### config.mk
export PLATFORM = sky130hd
export DESIGN_NAME = qu_reorder_buffer
export DESIGN_NICKNAME = d
export VERILOG_FILES = /design/src/rtl/qu_reorder_buffer.sv
export SDC_FILE = /design/constraint.sdc
export NUM_CORES = 1
export LEC_CHECK = 0
export BUFFER_PORTS_ARGS = -buffer_cell sky130_fd_sc_hd__buf_2
export CAP_MARGIN = 5
export CORE_MARGIN = 1.5
export CORE_UTILIZATION = 50
export DETAILED_ROUTE_END_ITERATION = 10
export PLACE_DENSITY = 0.74
export RECOVER_POWER = 25
export SYNTH_ARGS = -nofsm -noshare
export SYNTH_HDL_FRONTEND = slang
export SYNTH_SLANG_ARGS = --single-unit
export TNS_END_PERCENT = 100
### constraint.sdc
create_clock -name clk -period 3.1 [get_ports clk]
set_input_delay 0.31 -clock clk [delete_from_list [all_inputs] [get_ports clk]]
set_output_delay 0.31 -clock clk [all_outputs]
set_load 0.01 [all_outputs]
### src/rtl/qu_reorder_buffer.sv
// Qu reorder buffer: circular, in-order alloc/commit, out-of-order wb.
// Ports: alloc, exec, wb, commit handshakes; rd lookup; count/empty/full.
package qu_rob_pkg;
  typedef enum logic [1:0] {
    ST_EMPTY   = 2'b00,
    ST_RETIRED = 2'b01,
    ST_EXECUTE = 2'b10,
    ST_PENDING = 2'b11
  } rob_state_e;
endpackage

import qu_rob_pkg::*;

module qu_reorder_buffer #(
  parameter int DEPTH       = 8,
  parameter int VALUE_WIDTH = 32,
  parameter int DEST_WIDTH  = 7,
  localparam int ADDR_WIDTH = $clog2(DEPTH)
) (
  input  logic                   clk,
  input  logic                   rst_n,
  input  logic                   flush,
  input  logic                   alloc_valid,
  input  logic [DEST_WIDTH-1:0]  alloc_dest,
  output logic                   alloc_ready,
  output logic [ADDR_WIDTH-1:0]  alloc_addr,
  input  logic                   exec_valid,
  input  logic [ADDR_WIDTH-1:0]  exec_addr,
  input  logic                   wb_valid,
  input  logic [ADDR_WIDTH-1:0]  wb_addr,
  input  logic [VALUE_WIDTH-1:0] wb_value,
  output logic                   commit_valid,
  input  logic                   commit_ready,
  output logic [ADDR_WIDTH-1:0]  commit_addr,
  output logic [DEST_WIDTH-1:0]  commit_dest,
  output logic [VALUE_WIDTH-1:0] commit_value,
  input  logic [ADDR_WIDTH-1:0]  rd_addr,
  output logic [1:0]             rd_state,
  output logic [VALUE_WIDTH-1:0] rd_value,
  output logic [ADDR_WIDTH:0]    count,
  output logic                   empty,
  output logic                   full
);

  rob_state_e             state_q [DEPTH];
  logic [VALUE_WIDTH-1:0] value_q [DEPTH];
  logic [DEST_WIDTH-1:0]  dest_q  [DEPTH];

  logic [ADDR_WIDTH-1:0] head_q;
  logic [ADDR_WIDTH-1:0] tail_q;
  logic [ADDR_WIDTH:0]   count_q;

  logic alloc_fire;
  logic commit_fire;

  assign full        = (count_q == (ADDR_WIDTH+1)'(DEPTH));
  assign empty       = (count_q == '0);
  assign count       = count_q;
  assign alloc_ready = !full;
  assign alloc_addr  = tail_q;

  // Head state is registered, so commit_valid has no input path.
  assign commit_valid = (state_q[head_q] == ST_RETIRED);
  assign commit_addr  = head_q;
  assign commit_dest  = dest_q[head_q];
  assign commit_value = value_q[head_q];

  assign alloc_fire  = alloc_valid && alloc_ready;
  assign commit_fire = commit_valid && commit_ready;

  assign rd_state = state_q[rd_addr];
  assign rd_value = value_q[rd_addr];

  always_ff @(posedge clk or negedge rst_n) begin
    if (!rst_n) begin
      for (int i = 0; i < DEPTH; i++) begin
        state_q[i] <= ST_EMPTY;
        value_q[i] <= '0;
        dest_q[i]  <= '0;
      end
      head_q  <= '0;
      tail_q  <= '0;
      count_q <= '0;
    end else if (flush) begin
      for (int i = 0; i < DEPTH; i++) begin
        state_q[i] <= ST_EMPTY;
      end
      head_q  <= '0;
      tail_q  <= '0;
      count_q <= '0;
    end else begin
      for (int i = 0; i < DEPTH; i++) begin
        // Tail is EMPTY and head is RETIRED, so the branches
        // below never compete for one entry in a legal cycle.
        if (alloc_fire && tail_q == ADDR_WIDTH'(i)) begin
          state_q[i] <= ST_PENDING;
          dest_q[i]  <= alloc_dest;
          value_q[i] <= '0;
        end else if (commit_fire && head_q == ADDR_WIDTH'(i)) begin
          state_q[i] <= ST_EMPTY;
        end else if (wb_valid && wb_addr == ADDR_WIDTH'(i) &&
                     (state_q[i] == ST_PENDING ||
                      state_q[i] == ST_EXECUTE)) begin
          state_q[i] <= ST_RETIRED;
          value_q[i] <= wb_value;
        end else if (exec_valid && exec_addr == ADDR_WIDTH'(i) &&
                     state_q[i] == ST_PENDING) begin
          state_q[i] <= ST_EXECUTE;
        end
      end
      if (alloc_fire) begin
        tail_q <= tail_q + ADDR_WIDTH'(1);
      end
      if (commit_fire) begin
        head_q <= head_q + ADDR_WIDTH'(1);
      end
      unique case ({alloc_fire, commit_fire})
        2'b10:   count_q <= count_q + (ADDR_WIDTH+1)'(1);
        2'b01:   count_q <= count_q - (ADDR_WIDTH+1)'(1);
        default: count_q <= count_q;
      endcase
    end
  end

endmodule

Word level (Yosys, flattened, before mapping)

Cells that the tools add are included.
W data, S select, Z words.

$add $sub $neg: 4
$lt $le $gt $ge: 2
Equal/unequal tests: 56
Multiplexer cells: 78
Bitwise logic cells: 3
Reductions and logical operators: 99

Operators with widths:

| kind                  | number |
|---|---|
| $mux W32              | 28 |
| $bmux W32 S3          | 2 |
| $mux W2               | 36 |
| $logic_and A1 B1 Y1   | 50 |
| $eq A3 B3 Y1 const B  | 16 |
| $reduce_bool A5 Y1    | 8 |
| $eq A2 B2 Y1 const B  | 17 |
| $eq A3 B2 Y1 const B  | 8 |
| $reduce_and A3 Y1     | 8 |
| $bmux W7 S3           | 1 |
| $reduce_bool A2 Y1    | 10 |
| $mux W16              | 1 |
| $ne A2 B2 Y1 const B  | 8 |
| $reduce_and A2 Y1     | 8 |
| $mux W7               | 2 |
| $bmux W2 S3           | 2 |
| $eq A3 B1 Y1 const B  | 4 |
| $logic_not A3 Y1      | 4 |
| $mux W3               | 4 |
| $ge A4 B4 Y1 const B  | 2 |
| $logic_or A1 B1 Y1    | 8 |
| $not A3 Y4            | 2 |
| $pmux W4 S2           | 1 |
| $add A3 B1 Y3 const B | 2 |
| other kinds (9)       | 10 |

Flip-flop bits (word level): 338
Input bits: 55
Output and inout bits: 87

Logic depth before layout (Yosys ltp)

Gate-level depths: netlist (run 1).

Depth in word-level cells: 10
Depth in mapped cells: 12

Worst setup path before layout (run 1)

OpenSTA, ideal clock, no wires.

Path kind: flip-flop to flip-flop
Start point: register count_q[0] (netlist: count[0])
End point: register count_q[3] (netlist: count[3])
Library setup time: 0.125 ns
Data arrival time: 2.892 ns
Path slack: 0.083 ns
Stages on the path, launching flop included: 13
Period minus slack after synthesis: 3.017 ns
Path through: dfrtp_1 -> or4b_4 -> and2_1 -> buf_2 -> buf_6 -> buf_6 -> nor2_1 -> ha_1 -> a21o_1 -> a21oi_1 -> nor2b_1 -> mux2i_1 -> mux2_2

Longest elaborated chain between the ends: 6

RTL lines:

| what                                         | RTL line | RTL |
|---|---|---|
| from (decl)                                  | 51       | `logic [ADDR_WIDTH:0] count_q;` |
| from (signal assigned)                       | 118      | `2'b10: count_q <= count_q + (ADDR_WIDTH+1)'(1);` |
| from (signal assigned)                       | 119      | `2'b01: count_q <= count_q - (ADDR_WIDTH+1)'(1);` |
| from (signal assigned)                       | 120      | `default: count_q <= count_q;` |
| $eq A4 B4 Y1 (*)                             | 56       | `assign full = (count_q == (ADDR_WIDTH+1)'(DEPTH));` |
| $logic_not A1 Y1 (*)                         | 59       | `assign alloc_ready = !full;` |
| via alloc_ready                              | 25       | `output logic alloc_ready,` |
| $logic_and A1 B1 Y1 (*)                      | 68       | `assign alloc_fire = alloc_valid && alloc_ready;` |
| $eq A2 B1 Y1 or $eq A2 B2 Y1 (tied branches) | 117      | `unique case ({alloc_fire, commit_fire})` |
| $pmux W4 S2                                  | 117      |  |
| $mux W4                                      | 84       | `end else if (flush) begin` |

Mark *: on every way through the listed nets, which the timed path passes. The rest lies on a longest branch.
A chain may end at the register's enable or synchronous reset.

Worst setup path in the final report (run 1)

Start point: register head_q[2] (netlist: commit_addr[2])
End point: output commit_value[21]

Longest elaborated chain between the ends: 4

RTL lines:

| what                                         | RTL line | RTL |
|---|---|---|
| from (decl)                                  | 49       | `logic [ADDR_WIDTH-1:0] head_q;` |
| from (signal assigned)                       | 115      | `head_q <= head_q + ADDR_WIDTH'(1);` |
| $not A3 Y4 (implied by the code)             | 66       | `assign commit_value = value_q[head_q];` |
| $bmux W32 S3                                 | 66       |  |
| $mux W32 (implied by the code) (2 in series) | 66       |  |
| to (decl)                                    | 36       | `output logic [VALUE_WIDTH-1:0] commit_value,` |

Every way passes these cells. The select of a mux whose other input is x is not followed.

==> results of run 1 <==
-- synthesized netlist by cell type, drive strengths merged (2+ instances only) --
cell type  number  area (µm²)
inv            11        41.3
nand2         454        1710
clkinv          2        7.51
o31ai           2        15.0
buf            73         378
o211ai          5        51.3
nand4           7        43.8
o21ai         205        1030
nand3         218        1090
xor2            2        25.0
mux2           92        1040
nor2b          20         125
mux4          148        3330
mux2i          68         681
nor2           14        52.6
and2            4        25.0
and3            2        12.5
dfrtp         338        8460
a21boi          7        52.6
ha             14         175
xnor2           2        17.5
a311oi          6        52.6
a31oi          10        62.6
a21oi           4        20.0
clkbuf        119         458
-- through the flow --
stage	utilization [%]	total power, µW	hold slack [ps]
3_5_place_dp	54.8	6580	440
2_1_floorplan	-	5970	14.4
5_1_grt	58.1	11600	95.4
3_3_place_gp	54.8	6510	435
4_1_cts	58.2	11200	73.8
6_report	58.1	11200	82.7
-- where the power goes --
part | internal (µW) | total, µW | switching (µW)
logic | 717 | 1570 | 853
registers | 4740 | 4940 | 206
clock network | 2800 | 4680 | 1880
-- routing by layer --
layer  vias up  track usage, %
met5         -               0
met4         4            13.1
met3       176            7.39
met2       950            49.3
met1      7755            40.2
li1       6648               -
-- worst reg2reg max path: stages (launching register included) --
cell and delay [ps]:
dfrtp_4 490, inv_2 120, mux4_2 530, a22oi_2 230, nor2_1 120, ha_1 290
a21o_1 160, a21oi_1 180, nor2b_1 70, mux2i_1 160, mux2_2 350
-- layout make-up --
class                           instances  area share, %
Clock inverter                         12          0.568
Timing Repair Buffer                  211           6.82
Tap cell                              511           2.93
Inverter                               13          0.224
Clock buffer                           57           5.39
Antenna cell                            3         0.0344
Sequential cell                       338           38.8
Multi-Input combinational cell       1293           45.2
-- state kept, by name, indices dropped and copies added (netlist names) --
register / count
alloc_addr: 3
commit_addr: 3
count: 4
dest_q: 56
state_q: 16
value_q: 256
-- path summary, 6_finish.rpt --
path                           startpoint                to  slack [ps]  cells past startpoint
setup / recovery           commit_addr[2]  commit_value[21]         200                      6
hold / removal               wb_value[30]       value_q[30]          80                      3
setup reg to reg           commit_addr[0]          count[3]         280                     10
hold reg to reg                 dest_q[8]         dest_q[8]         500                      1
max in group asynchronous           rst_n        value_q[9]         610                      3
min in group asynchronous           rst_n         dest_q[9]         700                      2
-- cells by family (layout without fill, tap and decap cells) --
family          count (synthesis)  count (layout)
other cells                     0               3
mux                           308             308
buf+inv                       205             293
flops                         338             338
xor+xnor                        4               4
compound gates                242             242
simple gates                  724             724
fa+ha+maj                      15              15
-- what timing repair did --
| item | CTS | global route |
|---|---|---|
| hold buffers | 1 | 0 |
| endpoints found under the hold margin | 97 | 0 |
| setup endpoints to repair | 0 | 0 |
==> impl_metrics.py, run 1 <==
metrics = {
    "outcome": {
        "outcome": "complete, but fails checks",
        "violations": "slew limit",
    },
    "synthesis": {
        "synth_top_family_by_area": "multiplexers",
        "syn_nets": 1906,
        "ys_seq_elements": 338,
        "yosys.area_share.simple_pct": 16.3,
        "postSynthCellCount": 1836,
        "synth-edff-count": 0,
        "synth_cell_types": 44,
        "synth_mux_area_share_pct": 26.5,
        "ys_seq_area_share_pct": 44.4,
        "ys.flop_type": "dfrtp_1",
        "postSynthAreaPerCell_um2": 10.4,
        "synthAdderAreaFrac_pct": 1.03,
        "synth_area_mm2": 0.0190,
        "ys_warn_count": 0,
        "synth_compound_area_share_pct": 6.87,
        "async_reset_ff_share_pct": 100,
        "synth_xor_area_share_pct": 0.223,
    },
    "routing": {
        "top_layer": "met5",
        "final_antenna_net_count": 0,
        "wl_met3_mm": 6.24,
        "wl_per_cell_um": 24.1,
        "drt_pre_antenna_iters": 6,
        "num_vias": 15500,
        "routed_wl_mm": 58.7,
        "wl_met2_mm": 28.1,
        "first_iter_violations": 1621,
        "viasPerCell": 6.37,
        "drc": 0,
        "m1WireLength_mm": 22.1,
    },
    "place": {
        "io_buffers": 141,
        "gp_congestion": 0.938,
        "placed_cells": 2365,
        "pre_cts_ws_ps": 292,
        "dpl_cell_area_mm2": 0.0206,
        "hpwlAfterDp_mm": 35.8,
    },
    "cells_and_area": {
        "final_cell_mix": "452 x nand2_1, 335 x dfrtp_1, 204 x nand3_1",
        "fillCellCount": 3023,
        "final_cell_count_no_fill": 2438,
        "final_common_cell": "nand2_1",
        "finalNetCount": 1965,
        "final_cell_area_mm2": 0.0218,
        "regArea_mm2": 0.00847,
        "multiInputGateArea_mm2": 0.00987,
        "area_growth_pct": 14.6,
        "drive_gt1_share_pct": 28.2,
    },
    "worst_setup_path": {
        "cp_slowest_stage_delay_ps": 650,
        "critPathCaptureType": "output port",
        "cp.required_ps": 2790,
        "cp_slowest_cell": "buf_4",
        "critPathTopFamily": "buffers and inverters",
        "cp_num_buf_inv": 4,
        "cp_data_arrival_time_ps": 2590,
        "critPathMaxFanout": 43,
        "crit_chain": "buf_4 -> inv_2 -> buf_4 -> nand2_1 -> nand2_1 -> buf_2",
        "cp-start-kind": "flop",
        "criticalPathCategory": "reg2out",
    },
    "die": {
        "start_util_pct": 50.7,
        "die_w_um": 198,
        "fp-row-count": 71,
        "chipHeight_um": 198,
        "die-area_mm2": 0.0393,
        "fp.coreArea_mm2": 0.0376,
        "pin_count": 142,
    },
    "run": {
        "cap_violations": 0,
    },
    "pwr": {
        "power.density_mw_per_mm2": 513,
        "power.leakage_uw": 0.0101,
        "vdd_drop_max_uv": 338,
    },
    "clock_network": {
        "cts_tree": "built",
        "postCtsSetupBuffers": 0,
        "post_cts_resized": 0,
        "clock_sinks": 338,
        "clk_latency_ps": 540,
        "path_clk_slew_ps": 60,
        "clockBufferDepth": 3,
        "cts_root_buffer": "clkbuf_16",
        "cts_max_level": 2,
        "cts-buffers-inserted": 38,
    },
    "sta": {
        "tns_ps": 0,
        "slew_violations": 104,
        "finalWorstSetupSlack_ps": 198,
        "fin_crit_ps": 2900,
        "worst_slew_pin_slew_ps": 1520,
        "hold_viol": 0,
        "slew_headroom_pct": -1.08,
        "clock.fmax_mhz": 345,
        "setup_viol": 0,
        "period_share_pct": 93.6,
        "fin_worst_skew_ps": 19.1,
        "rsz0062_at_grt": "false",
    },
    "global_route": {
        "grtUsageTotal_pct": 30.8,
        "grt_overflow_total": 0,
        "grt_pass1_vias": 16100,
        "grt_pass1_wl_mm": 91.8,
        "antenna_found_initial": 5,
        "grt_max_degree": 106,
    },
    "hold_path": {
        "hold_path_class": "in2reg",
    },
}
Note: power is estimated with default switching activity, not from simulation.
==> inputs of run 2 (changes only) <==
--- a/config.mk
+++ b/config.mk
@@ -6,10 +6,10 @@
 export NUM_CORES = 1
 export LEC_CHECK = 0
-export BUFFER_PORTS_ARGS = -buffer_cell sky130_fd_sc_hd__buf_2
+export BUFFER_PORTS_ARGS = -buffer_cell sky130_fd_sc_hd__buf_4
 export CAP_MARGIN = 5
 export CORE_MARGIN = 1.5
-export CORE_UTILIZATION = 50
+export CORE_UTILIZATION = 35
 export DETAILED_ROUTE_END_ITERATION = 10
-export PLACE_DENSITY = 0.74
+export PLACE_DENSITY = 0.56
 export RECOVER_POWER = 25
 export SYNTH_ARGS = -nofsm -noshare
==> constraint.sdc (replaced) <==
create_clock -name clk -period 3.1 [get_ports clk]
set_input_delay 0.775 -clock clk [delete_from_list [all_inputs] [get_ports clk]]
set_output_delay 0.775 -clock clk [all_outputs]
set_load 0.01 [all_outputs]
==> run 2 against run 1 <==
First-iteration DRC count fell by 10%. Largest power group unchanged. Clock-buffer cell count up 2. Critical endpoint is now commit_dest[6]. Die area up 42%. The flow finishes with violations (capacitance limit, slew limit). Fmax is 5.0% lower. Via count shrank 0.65%. Highest routed layer unchanged.
==> impl_metrics.py, run 2 (synthesis gave the netlist of run 1 again) <==
metrics = {
    "worst_setup_path": {
        "critPathTopFamily": "flip-flops",
        "cp_data_arrival_time_ps": 2280,
        "cp.required_ps": 2320,
        "cp_slowest_stage_delay_ps": 570,
        "cpMostUsedCell": "nand2_1",
        "cp-start-kind": "flop",
        "rr_worst_depth": 10,
        "cp_slowest_cell": "dfrtp_4",
        "critPathCaptureType": "output port",
        "critPathMaxFanout": 21,
        "criticalPathCategory": "reg2out",
        "crit_chain": "buf_16 -> mux4_2 -> nand2_1 -> nand2_1 -> buf_4",
        "cp_num_buf_inv": 2,
        "path_depth": 5,
    },
    "routing": {
        "routed_wl_mm": 64.8,
        "final_antenna_net_count": 0,
        "viasPerCell": 5.86,
        "num_vias": 15400,
        "first_iter_violations": 1456,
        "wl_per_cell_um": 24.6,
        "drt_pre_antenna_iters": 6,
        "drc": 0,
    },
    "die": {
        "pin_count": 142,
        "start_util_pct": 35.4,
        "fp.coreArea_mm2": 0.0538,
        "die_w_um": 236,
        "chipHeight_um": 236,
        "die-area_mm2": 0.0558,
        "fp-row-count": 85,
    },
    "clock_network": {
        "cts_root_buffer": "clkbuf_16",
        "cts-buffers-inserted": 40,
        "cts_max_level": 2,
        "postCtsSetupBuffers": 0,
        "path_clk_slew_ps": 60,
        "cts_tree": "built",
        "clock_sinks": 338,
        "clockBufferDepth": 3,
        "clk_latency_ps": 550,
        "hold_buffers": 0,
    },
    "hold_path": {
        "hold_path_depth": 1,
        "hold_path_class": "reg2reg",
    },
    "run": {
        "cap_violations": 1,
    },
    "outcome": {
        "violations": "capacitance limit, slew limit",
        "outcome": "complete, but fails checks",
    },
    "place": {
        "io_buffers": 141,
        "gp_congestion": 0.831,
        "hpwlAfterDp_mm": 39.0,
    },
    "global_route": {
        "grtUsageTotal_pct": 23.2,
        "antenna_found_initial": 5,
        "grt_overflow_total": 0,
        "grt_pass1_vias": 16000,
        "grt_max_degree": 83,
        "grt_pass1_wl_mm": 98.6,
    },
    "sta": {
        "fin_worst_skew_ps": 11.3,
        "fin_crit_ps": 3050,
        "period_share_pct": 98.5,
        "slew_headroom_pct": -49.7,
        "rsz0062_at_grt": "true",
        "hold_viol": 0,
        "whs_ps": 501,
        "setup_viol": 0,
        "tns_ps": 0,
        "worst_slew_pin_slew_ps": 2250,
        "slew_violations": 72,
        "clock.fmax_mhz": 327,
    },
    "pwr": {
        "vdd_drop_max_uv": 428,
        "power.density_mw_per_mm2": 507,
        "power.leakage_uw": 0.0102,
    },
    "cells_and_area": {
        "final_cell_mix": "443 x nand2_1, 335 x dfrtp_1, 207 x nand3_1",
        "largest_reg_flops": 256,
        "final_common_cell": "nand2_1",
        "area_growth_pct": 19.3,
        "largestRegisters": "value_q: 256 flops, dest_q: 56 flops, state_q: 16 flops",
        "drive_gt1_share_pct": 28.9,
        "finalNetCount": 1976,
        "top_register": "value_q",
    },
}
==> run 2: cell types whose count changed in the layout (fill, tap and decap cells not counted), sizes merged <==
cell | before | now
clkbuf | 63 | 64
clkinvlp | 4 | 2
buf | 204 | 215
inv | 12 | 13
bufinv | 2 | 3
dlygate4sd3 | 1 | 0
clkinv | 7 | 9
diode | 3 | 2
==> run 2: cell type report <==
type / count / area (µm²)
Tap cell: 696 / 871
Clock inverter: 14 / 158
Timing Repair Buffer: 220 / 2100
Clock buffer: 59 / 1180
Multi-Input combinational cell: 1293 / 9880
Inverter: 13 / 51.3
Sequential cell: 338 / 8470
Antenna cell: 2 / 5.00
Fill cell: 5101 / 31100
==> run 2: repair_timing <==
action | 4_1_cts | 5_1_grt
resized for setup | 4 | 11
setup endpoints to repair | 39 | 24
pin swaps | 0 | 2
gates cloned | 2 | 1
==> run 2: through the flow <==
step                setup slack (ps)  utilization, %  total power, µW  area, µm²  std cells
floorplan                      -21.4               -             5970      19000       1836
global placement                 130            39.5             6640      21300       2558
global route                   -5.77            42.2            11900      22700       2634
detailed placement               107            39.5             6700      21300       2558
finish                          46.5            42.2            11500      22700       2635
CTS                             2.40            42.2            11600      22700       2633
==> run 2: worst paths after layout <==
path,from,end,slack [ps]
worst max-delay path,commit_addr[0],commit_dest[6],50
worst min-delay path,dest_q[0],dest_q[0],500
worst max register to register,commit_addr[0],count[3],130
worst min register to register,dest_q[0],dest_q[0],500
max in group asynchronous,rst_n,commit_addr[1],600
min in group asynchronous,rst_n,dest_q[16],880
==> run 2: metal layers <==
metal / up-vias / wire, µm / part of all wire (%) / global-route usage [%]
li1: 6650 / - / - / -
met1: 8009 / 27000 / 42 / 30.7
met2: 634 / 31200 / 48 / 38.2
met3: 133 / 4970 / 7.7 / 4.37
met4: 6 / 1650 / 2.6 / 7.98
met5: - / 40 / 0.062 / 0
==> run 2: worst reg2reg max path: cells and delay by family (launching register included) <==
family / cells / cell delay [ps]
adder cells (fa/ha/maj): 1 / 290
AND/OR/NAND/NOR: 2 / 190
flip-flops: 1 / 590
multiplexers: 3 / 1130
buffers and inverters: 1 / 100
AO/OA/AOI/OAI: 3 / 560
==> run 2: where the power goes <==
part / switching, µW / internal, µW / total [µW] / leakage (µW)
Sequential: 218 / 4740 / 4950 / 0.00464
Clock: 1950 / 2900 / 4850 / 0.000660
Combinational: 898 / 817 / 1720 / 0.00494
Total: 3070 / 8450 / 11500 / 0.0102
